--- src/rtl/mem_port_arbiter.sv ---
// mem_port_arbiter
//
// Shares one synchronous single-port RAM between the three CPU memory
// clients: instruction fetch (read), load (read) and store (write). Every
// client uses a 4-phase req/ready handshake. Only one access runs at a time.
// Load has priority over fetch, and fetch has priority over store. The one
// exception is a store that has waited through STARVE_LIMIT consecutive read
// grants: that store is granted first.
//
// Ports
//   ram_clk                    single clock, all state on its rising edge
//   rst                        asynchronous reset, active low
//   fetch_read / _ready        fetch request / done (fetch_read_data valid)
//   fetch_read_address/_data   fetch address in, registered read data out
//   load_read / _ready         load request / done (load_read_data valid)
//   load_read_address/_data    load address in, registered read data out
//   store_save / _ready        store request / committed
//   store_save_address/_data   store address and write data in
//   ram_write_enable           one-cycle RAM write strobe
//   ram_address, ram_data_in   RAM address and write data (registered)
//   ram_data_out               RAM read data, valid RAM_LATENCY edges after
//                              the RAM samples the address

module mem_port_arbiter #(
    parameter int ADDR_W       = 16,
    parameter int DATA_W       = 8,
    parameter int RAM_LATENCY  = 1,
    parameter int STARVE_LIMIT = 3
) (
    input  logic              ram_clk,
    input  logic              rst,
    input  logic              fetch_read,
    output logic              fetch_read_ready,
    input  logic [ADDR_W-1:0] fetch_read_address,
    output logic [DATA_W-1:0] fetch_read_data,
    input  logic              load_read,
    output logic              load_read_ready,
    input  logic [ADDR_W-1:0] load_read_address,
    output logic [DATA_W-1:0] load_read_data,
    input  logic              store_save,
    output logic              store_save_ready,
    input  logic [ADDR_W-1:0] store_save_address,
    input  logic [DATA_W-1:0] store_save_data,
    output logic              ram_write_enable,
    output logic [ADDR_W-1:0] ram_address,
    output logic [DATA_W-1:0] ram_data_in,
    input  logic [DATA_W-1:0] ram_data_out
);

    typedef enum logic [1:0] {IDLE = 2'd0, ACCESS = 2'd1, RESPOND = 2'd2} stateT;
    typedef enum logic [1:0] {CL_FETCH = 2'd0, CL_LOAD = 2'd1, CL_STORE = 2'd2} clientT;

    localparam logic [2:0] LAT_LAST   = 3'(RAM_LATENCY);
    localparam logic [3:0] STARVE_MAX = 4'(STARVE_LIMIT);

    stateT             state_q, state_d;
    clientT            client_q, client_d;
    logic [2:0]        latCnt_q, latCnt_d;
    logic [3:0]        starveCnt_q, starveCnt_d;
    logic [ADDR_W-1:0] ramAddr_q, ramAddr_d;
    logic              ramWe_q, ramWe_d;
    logic [DATA_W-1:0] ramWdata_q, ramWdata_d;
    logic [DATA_W-1:0] fetchData_q, fetchData_d;
    logic [DATA_W-1:0] loadData_q, loadData_d;
    logic              fetchRdy_q, fetchRdy_d;
    logic              loadRdy_q, loadRdy_d;
    logic              storeRdy_q, storeRdy_d;

    logic              grantValid;
    clientT            grantClient;
    logic              grantedReq;

    // Next-state logic. The IDLE branch picks at most one client per cycle.
    // A store whose starve counter has saturated wins over any read; otherwise
    // the order is load, fetch, store. The write strobe defaults to 0, so it
    // is high only in the cycle after a store grant. The access finishes when
    // the latency counter reaches RAM_LATENCY. If the client has dropped its
    // request by then, the access ends silently and the arbiter goes back to
    // IDLE. Read data is not captured in that case.
    always_comb begin
        state_d     = state_q;
        client_d    = client_q;
        latCnt_d    = latCnt_q;
        starveCnt_d = starveCnt_q;
        ramAddr_d   = ramAddr_q;
        ramWe_d     = 1'b0;
        ramWdata_d  = ramWdata_q;
        fetchData_d = fetchData_q;
        loadData_d  = loadData_q;
        fetchRdy_d  = fetchRdy_q;
        loadRdy_d   = loadRdy_q;
        storeRdy_d  = storeRdy_q;
        grantValid  = 1'b0;
        grantClient = CL_FETCH;
        grantedReq  = 1'b0;

        case (client_q)
            CL_FETCH: grantedReq = fetch_read;
            CL_LOAD:  grantedReq = load_read;
            CL_STORE: grantedReq = store_save;
            default:  grantedReq = 1'b0;
        endcase

        case (state_q)
            IDLE: begin
                if (store_save && (starveCnt_q == STARVE_MAX)) begin
                    grantValid  = 1'b1;
                    grantClient = CL_STORE;
                end else if (load_read) begin
                    grantValid  = 1'b1;
                    grantClient = CL_LOAD;
                end else if (fetch_read) begin
                    grantValid  = 1'b1;
                    grantClient = CL_FETCH;
                end else if (store_save) begin
                    grantValid  = 1'b1;
                    grantClient = CL_STORE;
                end

                if (!store_save) begin
                    starveCnt_d = '0;
                end else if (grantValid) begin
                    if (grantClient == CL_STORE) begin
                        starveCnt_d = '0;
                    end else if (starveCnt_q != STARVE_MAX) begin
                        starveCnt_d = starveCnt_q + 4'd1;
                    end
                end

                if (grantValid) begin
                    state_d  = ACCESS;
                    client_d = grantClient;
                    latCnt_d = '0;
                    case (grantClient)
                        CL_FETCH: ramAddr_d = fetch_read_address;
                        CL_LOAD:  ramAddr_d = load_read_address;
                        default: begin
                            ramAddr_d  = store_save_address;
                            ramWe_d    = 1'b1;
                            ramWdata_d = store_save_data;
                        end
                    endcase
                end
            end

            ACCESS: begin
                if (latCnt_q == LAT_LAST) begin
                    if (grantedReq) begin
                        state_d = RESPOND;
                        case (client_q)
                            CL_FETCH: begin
                                fetchRdy_d  = 1'b1;
                                fetchData_d = ram_data_out;
                            end
                            CL_LOAD: begin
                                loadRdy_d  = 1'b1;
                                loadData_d = ram_data_out;
                            end
                            default: storeRdy_d = 1'b1;
                        endcase
                    end else begin
                        state_d = IDLE;
                    end
                end else begin
                    latCnt_d = latCnt_q + 3'd1;
                end
            end

            RESPOND: begin
                if (!grantedReq) begin
                    fetchRdy_d = 1'b0;
                    loadRdy_d  = 1'b0;
                    storeRdy_d = 1'b0;
                    state_d    = IDLE;
                end
            end

            default: state_d = IDLE;
        endcase
    end

    // State and output registers. A reset abandons any access in flight and
    // clears every output at once, including the write strobe.
    always_ff @(posedge ram_clk or negedge rst) begin
        if (!rst) begin
            state_q     <= IDLE;
            client_q    <= CL_FETCH;
            latCnt_q    <= '0;
            starveCnt_q <= '0;
            ramAddr_q   <= '0;
            ramWe_q     <= 1'b0;
            ramWdata_q  <= '0;
            fetchData_q <= '0;
            loadData_q  <= '0;
            fetchRdy_q  <= 1'b0;
            loadRdy_q   <= 1'b0;
            storeRdy_q  <= 1'b0;
        end else begin
            state_q     <= state_d;
            client_q    <= client_d;
            latCnt_q    <= latCnt_d;
            starveCnt_q <= starveCnt_d;
            ramAddr_q   <= ramAddr_d;
            ramWe_q     <= ramWe_d;
            ramWdata_q  <= ramWdata_d;
            fetchData_q <= fetchData_d;
            loadData_q  <= loadData_d;
            fetchRdy_q  <= fetchRdy_d;
            loadRdy_q   <= loadRdy_d;
            storeRdy_q  <= storeRdy_d;
        end
    end

    assign fetch_read_ready = fetchRdy_q;
    assign fetch_read_data  = fetchData_q;
    assign load_read_ready  = loadRdy_q;
    assign load_read_data   = loadData_q;
    assign store_save_ready = storeRdy_q;
    assign ram_write_enable = ramWe_q;
    assign ram_address      = ramAddr_q;
    assign ram_data_in      = ramWdata_q;

endmodule

--- config.mk ---
export PLATFORM = sky130hd
export DESIGN_NAME = mem_port_arbiter
export DESIGN_NICKNAME = d
export VERILOG_FILES = /design/src/rtl/mem_port_arbiter.sv
export SDC_FILE = /design/constraint.sdc
export NUM_CORES = 1
export LEC_CHECK = 0
export ABC_CLOCK_PERIOD_IN_PS = 2540
export CELL_PAD_IN_SITES_DETAIL_PLACEMENT = 1
export CELL_PAD_IN_SITES_GLOBAL_PLACEMENT = 1
export CORE_UTILIZATION = 33
export DETAILED_ROUTE_END_ITERATION = 16
export PLACE_DENSITY_LB_ADDON = 0.2
export SETUP_SLACK_MARGIN = 0.3
export SLEW_MARGIN = 30
export SYNTH_ARGS = -nofsm -noshare
export SYNTH_HDL_FRONTEND = slang
export SYNTH_SLANG_ARGS = --single-unit
--- constraint.sdc ---
create_clock -name ram_clk -period 2.54 [get_ports ram_clk]
set_input_delay 0.508 -clock ram_clk [delete_from_list [all_inputs] [get_ports ram_clk]]
set_output_delay 0.508 -clock ram_clk [all_outputs]
set_load 0.05 [all_outputs]
# ---- Yosys cells after proc, flatten, opt, wreduce, memory -nomap -nowiden
# Index checks and enable logic that the tools add are counted.
dict set report totals {
  reg_bits 55
  input_bits 69
  out_inout_bits 44
}
dict set report op_classes {
  addsub 2
  eq_ne 19
  n_mux 40
  bitwise_logic 1
  reduce_logical 18
}
# cell n
set ops {}
lappend ops {{case mux 16 bit (2 select lines)} 1}
lappend ops {{2-to-1 mux 1 bit} 18}
lappend ops {{2-to-1 mux 2 bit} 9}
lappend ops {{2-to-1 mux 4 bit} 4}
lappend ops {{AND reduction 5 bit} 3}
lappend ops {{!= test 2 bit, second input constant} 6}
lappend ops {{AND reduction 3 bit} 4}
lappend ops {{AND reduction 4 bit} 2}
lappend ops {{== test 2 x 1 -> 1 bit, second input constant} 3}
lappend ops {{== test 2 bit, second input constant} 3}
lappend ops {{zero test 2 bit} 3}
lappend ops {{2-to-1 mux 3 bit} 2}
lappend ops {{!= test 2 x 1 -> 1 bit, second input constant} 3}
lappend ops {{case mux 1 bit (2 select lines)} 3}
lappend ops {{case mux 2 bit (3 select lines)} 1}
lappend ops {{case mux 3 bit (2 select lines)} 1}
lappend ops {{adder 4 x 1 -> 4 bit, second input constant} 1}
lappend ops {{== test 4 x 2 -> 1 bit, second input constant} 1}
lappend ops {{!= test 4 x 2 -> 1 bit, second input constant} 1}
lappend ops {{nonzero test 2 bit} 2}
lappend ops {{OR reduction 2 bit} 2}
lappend ops {{adder 3 x 1 -> 3 bit, second input constant} 1}
lappend ops {{== test 3 x 1 -> 1 bit, second input constant} 1}
lappend ops {{!= test 3 x 1 -> 1 bit, second input constant} 1}
lappend ops {{other kinds (4)} 4}

# ---- Longest topological paths before layout
# Gate-level depths: netlist of the first run.
dict set report depth {
  word_depth 10
  ltp_mapped 6
  mapped_depth_nobuf 5
}

# ---- Worst setup path after synthesis of the first run
# Ideal clock, no wire load.
dict set report synth_timing {
  kind {input port to flip-flop}
  startpoint {input fetch_read}
  endpoint {register ramWdata_q[0], in the netlist ram_data_in[0]}
  arrival_ns 1.864
  path_slack_ns 0.551
  path_stages 6
  path_cell_list {buf_2 or3b_1 buf_2 a211o_1 buf_6 mux2_4}
}
dict set report synth_between {
  elab_chain_len 8
  word_cells_on_any_way 13
  cone_classes {eq/ne (1); mux (8); bitwise (1); reduce/logical (3)}
}
# element line_no
set synth_lines {}
lappend synth_lines {{from (decl)} 32} ;# input logic fetch_read,
lappend synth_lines {{2-to-1 mux 2 bit} 112} ;# end else if (fetch_read) begin
lappend synth_lines {{2-to-1 mux 2 bit} 109} ;# end else if (load_read) begin
lappend synth_lines {{2-to-1 mux 2 bit} 106} ;# if (store_save && (starveCnt_q == STARVE_MAX)) begin
lappend synth_lines {{2-to-1 mux 2 bit} 104} ;# case (state_q)
lappend synth_lines {{== test 2 x 1 -> 1 bit or zero test 2 bit (tied branches)} 134} ;# case (grantClient)
lappend synth_lines {{OR reduction 2 bit (no line)} -}
lappend synth_lines {{NOT 1 bit (no line)} -}
lappend synth_lines {{AND reduction 3 bit (no line) *} -}
lappend synth_lines {{to (signal assigned)} 205} ;# ramWdata_q <= ramWdata_d;
lappend synth_lines {{to (decl)} 62} ;# logic [DATA_W-1:0] ramWdata_q, ramWdata_d;
# Every way passes the cells marked *; elsewhere a longest branch is shown, timed or not. The select of a mux whose other input is x is not followed.
# A chain may end at the register's enable or synchronous reset.

# ---- Worst setup path in the final report of the first run
dict set report layout_timing {
  startpoint {input store_save}
  endpoint {register ramWdata_q[1], in the netlist ram_data_in[1]}
}
dict set report layout_between {
  elab_chain_len 9
  word_cells_on_any_way 16
  cone_classes {eq/ne (1); mux (10); bitwise (1); reduce/logical (4)}
}
# element line_no
set layout_lines {}
lappend layout_lines {{from (decl)} 40} ;# input logic store_save,
lappend layout_lines {{2-to-1 mux 2 bit} 115} ;# end else if (store_save) begin
lappend layout_lines {{2-to-1 mux 2 bit} 112}
lappend layout_lines {{2-to-1 mux 2 bit} 109}
lappend layout_lines {{2-to-1 mux 2 bit} 106}
lappend layout_lines {{2-to-1 mux 2 bit} 104}
lappend layout_lines {{== test 2 x 1 -> 1 bit or zero test 2 bit (tied branches)} 134}
lappend layout_lines {{OR reduction 2 bit (no line)} -}
lappend layout_lines {{NOT 1 bit (no line)} -}
lappend layout_lines {{AND reduction 3 bit (no line) *} -}
# Marks and branches as above.

==> results of run 1 <==
[state kept, by name, summed over array words and instances, names as in the netlist]
signal	cells
fetch_read_data	8
load_read_data	8
ram_write_enable	1
ram_data_in	8
store_save_ready	1
fetch_read_ready	1
state_q	2
starveCnt_q	4
latCnt_q	3
load_read_ready	1
client_q	2
ram_address	16
[cell usage after synthesis]
| cell | number | area (sq um) |
|---|---|---|
| sky130_fd_sc_hd__a211o_1 | 1 | 8.760 |
| sky130_fd_sc_hd__a21o_1 | 2 | 15.01 |
| sky130_fd_sc_hd__a21oi_1 | 19 | 95.09 |
| sky130_fd_sc_hd__a22o_1 | 1 | 8.760 |
| sky130_fd_sc_hd__a2bb2oi_1 | 1 | 8.760 |
| sky130_fd_sc_hd__a311oi_1 | 1 | 8.760 |
| sky130_fd_sc_hd__a31oi_1 | 1 | 6.260 |
| sky130_fd_sc_hd__buf_2 | 3 | 15.01 |
| sky130_fd_sc_hd__buf_4 | 1 | 7.510 |
| sky130_fd_sc_hd__buf_6 | 2 | 22.52 |
| sky130_fd_sc_hd__clkbuf_1 | 13 | 48.80 |
| sky130_fd_sc_hd__clkbuf_2 | 1 | 5.000 |
| sky130_fd_sc_hd__dfrtp_1 | 55 | 1376 |
| sky130_fd_sc_hd__ha_1 | 3 | 37.54 |
| sky130_fd_sc_hd__inv_1 | 7 | 26.28 |
| sky130_fd_sc_hd__mux2_2 | 33 | 371.6 |
| sky130_fd_sc_hd__mux2_4 | 8 | 120.1 |
| sky130_fd_sc_hd__mux2i_1 | 2 | 20.02 |
| sky130_fd_sc_hd__nand2_1 | 6 | 22.52 |
| sky130_fd_sc_hd__nand2b_1 | 4 | 25.02 |
| sky130_fd_sc_hd__nand3_1 | 2 | 10.01 |
| sky130_fd_sc_hd__nand3b_1 | 1 | 7.510 |
| sky130_fd_sc_hd__nand4bb_1 | 2 | 22.52 |
| sky130_fd_sc_hd__nor2_1 | 4 | 15.01 |
| sky130_fd_sc_hd__nor2_2 | 1 | 6.260 |
| sky130_fd_sc_hd__nor2b_1 | 2 | 12.51 |
| sky130_fd_sc_hd__nor3_1 | 18 | 90.09 |
| sky130_fd_sc_hd__nor3b_1 | 1 | 7.510 |
| sky130_fd_sc_hd__nor3b_2 | 1 | 12.51 |
| sky130_fd_sc_hd__nor4_1 | 1 | 6.260 |
| sky130_fd_sc_hd__nor4_4 | 1 | 21.27 |
| sky130_fd_sc_hd__nor4b_1 | 1 | 8.760 |
| sky130_fd_sc_hd__nor4bb_1 | 1 | 10.01 |
| sky130_fd_sc_hd__o2111ai_1 | 1 | 8.760 |
| sky130_fd_sc_hd__o21a_1 | 3 | 22.52 |
| sky130_fd_sc_hd__o21ai_0 | 25 | 125.1 |
| sky130_fd_sc_hd__o221ai_1 | 1 | 8.760 |
| sky130_fd_sc_hd__o31ai_1 | 16 | 120.1 |
| sky130_fd_sc_hd__o41ai_1 | 1 | 8.760 |
| sky130_fd_sc_hd__or2_2 | 1 | 6.260 |
| sky130_fd_sc_hd__or3b_1 | 1 | 8.760 |
[cell families (layout without fill, tap and decap cells)]
kind of cell	count (synthesis)	after routing
AND/OR/NAND/NOR	48	48
adder cells (fa/ha/maj)	3	3
multiplexers	43	43
flip-flops	55	55
AO/OA/AOI/OAI	73	73
buffers and inverters	27	142
[routing by layer]
metal	vias up	global-route usage	wire length, um	share of wire
met5	-	0	0	0
met4	0	0.07051	195	0.025
met3	14	0.04935	481	0.062
met2	73	0.3120	3833	0.50
met1	1204	0.2210	3204	0.42
li1	1142	-	-	-
[where the power goes]
part / internal (W) / total, W / switching, W / leakage, nW
logic: 0.00112 / 0.00290 / 0.00178 / 0.992
clock network: 0.000204 / 0.000523 / 0.000319 / 0.0491
registers: 0.00128 / 0.00156 / 0.000283 / 0.679
total: 0.00260 / 0.00498 / 0.00238 / 1.72
[worst paths after layout]
kind                                         startpoint                             end  slack (ns)  depth (start not counted)
setup / recovery                             store_save      ram_data_in[1]$_DFFE_PN0P_        0.46                          4
hold / removal                                      rst  fetch_read_data[4]$_DFFE_PN0P_        0.11                          1
setup reg to reg                 state_q[1]$_DFFE_PN0P_      ram_data_in[1]$_DFFE_PN0P_        0.65                          3
hold reg to reg            fetch_read_ready$_DFFE_PN0P_    fetch_read_ready$_DFFE_PN0P_        0.50                          1
max in group asynchronous                           rst         latCnt_q[0]$_DFFE_PN0P_        1.81                          2
min in group ram_clk       fetch_read_ready$_DFFE_PN0P_    fetch_read_ready$_DFFE_PN0P_        0.50                          1
[stage by stage]
step | worst slack [ns] | instance area, sq um
2_1_floorplan | 0.5509 | 2789
3_3_place_gp | 0.1437 | 4070
3_5_place_dp | 0.1066 | 4070
4_1_cts | 0.4592 | 4165
5_1_grt | 0.3901 | 4165
6_report | 0.4597 | 4165
[area by class of cell]
class	count	area, sq um	share of cell area
multi-input cells	167	1308	0.3139
inverters	7	26.28	0.006308
repair buffers	127	1229	0.2950
clock inverters	3	26.28	0.006308
flip-flops and latches	55	1376	0.3304
clock buffers	5	68.82	0.01652
well taps	105	131.4	0.03154
==> results.txt, run 1 <==
- Status: complete, no violations
* Largest net degree at the start of global routing: 23
- The critical path is of the in2reg type.
- Core footprint: between 8000 and 9000 sq um
- Of the synthesized area, sequential elements account for 0.4935.
- First-pass GRT wire length: 12.39 mm
- Setup repair after global routing left no endpoint under its margin.
- Final layout net count: 435
- Detailed placement HPWL: ~5.7 mm
- The first detailed-routing pass ran for 4 iterations.
- Initial DRC Count: 51
- The library cell used most frequently in the layout, excluding fill and tap cells, is sky130_fd_sc_hd__clkdlybuf4s50_1.
* Final setup skew: 0.01091 ns
- Final global-route overflow total: 0
* Crit-path max FO: 10
* Worst slew margin relative to its limit: 0.5360
- PnR Total Power: ~0.005 W
- Slew of the pin with the lowest slew margin: 0.6960 ns
- Unique masters post-synth: between 40 and 50
* I/O Buffers: 112
* Initial Util: 0.3394
- In the routed design, unresolved DRC markers number 0.
- Post-Synth XOR/XNOR Area: 0
* Area share of fa/ha/maj cells after synthesis: 0.01346
- From left edge to right edge, the die measures between 90 and 100 um.
- Dividing the synthesized area by the synthesized cell count gives between 10 and 15 sq um.
- VDD sags by at most between 0.5 and 0.6 mV.
- In the synthesized netlist, the number of instances is about 250.
- Layout cells sized above 1: 0.1951
* Final-layout worst hold slack: ~0.11 ns
- The repair_antennas step left the layout with diodes totalling 0.
* Sum of routed wire length over all layers: ~7.7 mm
- Timing would allow up to about 0.48 GHz.
* Number of buffers inserted during clock tree synthesis: 5
- In this run the clock root is driven by a sky130_fd_sc_hd__clkbuf_8.
- Via count: around 2,400
- Cell area after synthesis: roughly 2800 sq um
* Simple-Gate Fraction of Synth Area: 0.1050
- In this run the count of I/O pins placed on the die edge is around 110.
* Aggregate global-route resource usage: 0.1839
- Cell family with most CP delay: compound AO/OA/AOI/OAI gates
* CTS tree: yes
- The die covers approximately 8800 sq um.
* Synthesis-to-finish area growth: 49.35%
- Vias in the first global route: 2,482
- Clock edge transition at the registers on the reported setup and hold paths: around 0.11 ns
- Fraction of synthesized area in multiplexers: 0.1835
* Setup crit start kind: primary input
- Dpl cells: 461
- Counting every sink on the clock net gives between 50 and 60.
- CTS Buffer Depth: 2
- Cell row count: 33
- Post-Synthesis Net Count: between 300 and 400
* Detailed-route wire length per cell: around 16 um
- Finish-stage setup viols: 0
- Count of yosys warnings during synthesis: 0
- At the worst endpoint, the arrival time is approximately 2.3 ns.
- For this design the ratio of total power to cell area is about 1200 nW/um^2.
- At the worst endpoint, the required time is 2.75 ns.
- Final ANT Viol Nets: 0
- Stage delay of the slowest cell on the critical path: 0.53 ns
- The compound-cell area share of the yosys netlist is 0.1597.
- The max-slew violation count came to 0.
- Antenna violations before repair: 0
* Hold-fix buffer count after cts: 0
* Worst min path class: in2async
- Once layout is complete, the utilization of the core stands at 0.5069.
- Clock insertion delay at the later pin of the skew report: around 0.32 ns
- Number of fill cells in the layout: 898
* Commonest non-fill, non-tap cells in the layout: sky130_fd_sc_hd__clkdlybuf4s50_1 (111), sky130_fd_sc_hd__dfrtp_1 (55), sky130_fd_sc_hd__mux2_2 (33)
* Resize count post-CTS: 0
- Routability cong.: around 0.75
- STA classifies the critical path endpoint as a register.
- Period utilization: 0.8190
* Sum of negative setup slack: 0 ns
- Hold violation count in the final report: 0
- The slowest stage of the critical path is the sky130_fd_sc_hd__a211o_1 cell.
* Register bit total from synthesis: 55
- Dominant combinational cell family by area after synthesis: multiplexers
- Cell chain of the critical path: clkdlybuf4s50_1, or3b_1, a211o_1, mux2_4
- The count of cells in the finished layout, fillers not included, comes to 469.
* Die height: approximately 94 um
- After layout, the minimum clock period comes to around 2.1 ns.
* CP Buf/Inv Count: 1
- Postcts setup bufs: 0
- Leak: between 1.5 and 2 nW
- The H-tree was split into 2 levels.
* Max-cap violation count: 0
- Using the TritonRoute via totals, the vias-per-cell ratio works out to 5.188.
Power figures use the tool's default switching activity.
==> run 2: changes to the inputs <==
Settings changed: ABC_CLOCK_PERIOD_IN_PS 2540 to 1800, CORE_UTILIZATION 33 to 29.
Clock period 2.54 ns to 1.8 ns, I/O delays scaled along.
==> run 2 against run 1 <==
Global-route usage up 0.35 points. Core utilization up 0.34 points. Via count up 7.2%. Sequential cell count unchanged. Hold slack better by 0.36 ns. Die area up 13%. Largest power group unchanged. Combinational power up 62%. Worst setup slack worse by 0.36 ns. Wire length up 17%. Clock skew down 0.0064 ns. Critical endpoint is now ram_data_in[5]$_DFFE_PN0P_.
==> results.txt, run 2 (synthesis gave the netlist of run 1 again) <==
- The number of core rows came to 35 (was 33).
- The maximum number of pins on one net before global-route repair was 25 (was 23).
- Aggregate global-route resource usage: 0.1874 (was 0.1839)
- The number of I/O port buffers is 112 (unchanged).
- Commonest non-fill, non-tap cells in the layout: sky130_fd_sc_hd__buf_4 (79), sky130_fd_sc_hd__clkdlybuf4s50_1 (64), sky130_fd_sc_hd__dfrtp_1 (52) (was sky130_fd_sc_hd__clkdlybuf4s50_1 (111), sky130_fd_sc_hd__dfrtp_1 (55), sky130_fd_sc_hd__mux2_2 (33)).
- CTS Buffer Depth: 2 (unchanged)
- The post-route worst hold slack was 0.4666 ns (was 0.1107 ns).
- Hold violation count in the final report: 0 (unchanged)
* Max-cap violation count: 0 (unchanged)
- Number of fill cells in the layout: 1,017 (was 898)
- The share of total power in combinational logic came to 0.606 (was 0.583).
* Initial Util: 0.3004 (was 0.3394)
* Sum of routed wire length over all layers: 9.014 mm (was 7.714 mm)
- CTS tree: yes (unchanged)
* Finish-stage setup viols: 0 (unchanged)
* Core footprint: 9284 sq um (was 8217 sq um)
- Crit path capture type: register (unchanged)
- The headroom to the max-slew limit is 0.7698 (was 0.5360).
- The clock slew at the register clock pins of the worst setup and hold paths is 0.09 ns (was 0.11 ns).
* Power density relative to cell area: 1637 nW/um^2 (was 1197 nW/um^2)
* IR Drop Worst-Case VDD: 0.7311 mV (was 0.5990 mV)
* Routability cong.: 0.7412 (was 0.7545)
* Status: complete, no violations (unchanged)
- The half-perimeter wire length after detailed placement is 6.217 mm (was 5.702 mm).
* Post-detailed-placement cell area: 4184 sq um (was 4070 sq um)
- The fraction of power spent switching nets was 0.4587 (was 0.4782).
* Sequential group share of total power: 0.284 (was 0.313)
- Worst min path class: in2async (unchanged)
* Leak: 2.089 nW (was 1.721 nW)
* Die width: 100.1 um (was 93.93 um)
- The required time of the critical path is 2.00 ns (was 2.75 ns).
- The internal power component came to 0.004198 W (was 0.002601 W).
- Final layout net count: 474 (was 435)
* Cell chosen for the clock root: sky130_fd_sc_hd__clkbuf_8 (unchanged)
- The clock share of power is 0.110 (was 0.105).
* Final ANT Viol Nets: 0 (unchanged)
* Clock insertion delay at the later pin of the skew report: 0.31 ns (was 0.32 ns)
* Path type of the worst setup path: in2reg (unchanged)
- The type of element launching the critical path is a primary input (unchanged).
- Number of flip-flops in the largest register: 16 (unchanged)
- The number of primary I/O pins came to 113 (unchanged).
- The layout overhead on the synthesized area was 69.90% (was 49.35%).
- The sum of negative setup slack came to 0 ns (unchanged).
- Commonest non-fill, non-tap cell in the layout: sky130_fd_sc_hd__buf_4 (was sky130_fd_sc_hd__clkdlybuf4s50_1)
- Via count: 2,608 (was 2,433)
- Vias in the first global route: 2,772 (was 2,482)
- The residual overflow from global routing was 0 (unchanged).
- R2R setup slack: 0.12 ns (was 0.65 ns)
- CTS HTree Levels: 2 (unchanged)
- The count of TritonRoute iterations in the first routing pass was 4 (unchanged).
- Pre-CTS worst setup slack: -0.2981 ns (was 0.1066 ns)
- Multi-input combinational cell area: 1530 sq um (was 1308 sq um)
- The sequential standard cell area came to 1380 sq um (was 1376 sq um).
- In the finished design, the share of the clock period the worst path needs comes to 0.9432.
* Layout cells sized above 1: 0.4491 (was 0.1951)
- The worst path needs 1.698 ns of the cycle, external delays included.
* Number of buffers inserted during clock tree synthesis: 5 (unchanged)
* Final setup skew: 0.004513 ns (was 0.01091 ns)
- The clock sink count came to 55 (unchanged).
- Detailed-route wire length per cell: 16.91 um (was 16.45 um)
- Net switching power figure: 0.003557 W (was 0.002384 W)
- Initial DRC Count: 16 (was 51)
* Antenna violations before repair: 1 (was 0)
- Number of vias per cell after detailed routing: 4.893 (was 5.188)
- The slew of the pin with the lowest slew margin is 0.3430 ns (was 0.6960 ns).
* Setup repair after global routing missed its margin: true (was false)
- Timing would allow up to 0.5890 GHz.
- Post-route cell area: 4738 sq um (was 4165 sq um)
- The die boundary height is 100.1 um (was 93.93 um).
- The critical-path maximum fanout was 5 (was 10).
- The first-pass GRT wire length was 14.55 mm (was 12.39 mm).
- Max-slew violation count: 0 (unchanged)
- Data arrival time of the critical path: 1.90 ns (was 2.29 ns)
* Drt drc: 0 (unchanged)
* Smallest setup slack after layout: 0.1023 ns (was 0.4597 ns)
* Total die area: 10,010 sq um (was 8823 sq um)
## run 2: repair_timing
item                                    in CTS  in global routing
resized for setup                           44                 18
hold endpoints to repair                     9                  0
gates cloned                                 2                  0
endpoints found under the setup margin      46                 47
hold buffers                                 1                  0
setup buffers                               18                  2
pin swaps                                   28                  8
## run 2: power groups by stage
stage	combinational, W	clock [W]	sequential [W]
after detailed placement	0.00423	0	0.00222
after floorplan	0.00121	0	0.00376
after global placement	0.00414	0	0.00219
after CTS	0.00459	0.000894	0.00219
final	0.00470	0.000850	0.00220
after global routing	0.00498	0.000947	0.00228
## run 2: critical path, cell delays in order
cell and delay, ns:
sky130_fd_sc_hd__dlygate4sd2_1 0.27, sky130_fd_sc_hd__or3b_1 0.38, sky130_fd_sc_hd__a211o_1 0.32, sky130_fd_sc_hd__buf_4 0.15
sky130_fd_sc_hd__buf_16 0.13, sky130_fd_sc_hd__mux2_4 0.29
## run 2: layer usage
layer / share of wire / up-vias / global-route usage
li1: - / 1217 / -
met1: 0.42 / 1294 / 0.2255
met2: 0.50 / 86 / 0.3241
met3: 0.064 / 11 / 0.05432
met4: 0.014 / 0 / 0.05797
met5: 0 / - / 0
## run 2: per-stage QoR
step / instances / power [W] / utilization
3_3_place_gp: 501 / 0.006331 / 0.4507
2_1_floorplan: 249 / 0.004973 / -
4_1_cts: 530 / 0.007673 / 0.5007
3_5_place_dp: 501 / 0.006452 / 0.4507
5_1_grt: 532 / 0.008206 / 0.5101
6_report: 533 / 0.007755 / 0.5104
## run 2: worst paths after layout
kind / cells past startpoint / startpoint / endpoint
worst max-delay path: 6 / load_read / ram_data_in[5]$_DFFE_PN0P_
worst min-delay path: 2 / rst / fetch_read_data[0]$_DFFE_PN0P_
worst max register to register: 6 / starveCnt_q[1]$_DFFE_PN0P_ / ram_data_in[5]$_DFFE_PN0P_
worst min register to register: 1 / fetch_read_ready$_DFFE_PN0P_ / fetch_read_ready$_DFFE_PN0P_
max in group asynchronous: 3 / rst / starveCnt_q[3]$_DFFE_PN0P_
min in group ram_clk: 1 / fetch_read_ready$_DFFE_PN0P_ / fetch_read_ready$_DFFE_PN0P_
## run 2: area by class of cell
| class | count | area share |
|---|---|---|
| timing repair buffer | 166 | 0.3208 |
| tap | 129 | 0.03406 |
| sequential | 55 | 0.2913 |
| clock buffer | 6 | 0.01743 |
| multi-input combinational | 167 | 0.3229 |
| antenna | 1 | 0.0005281 |
| inverter | 7 | 0.005545 |
| clock inverter | 2 | 0.007394 |
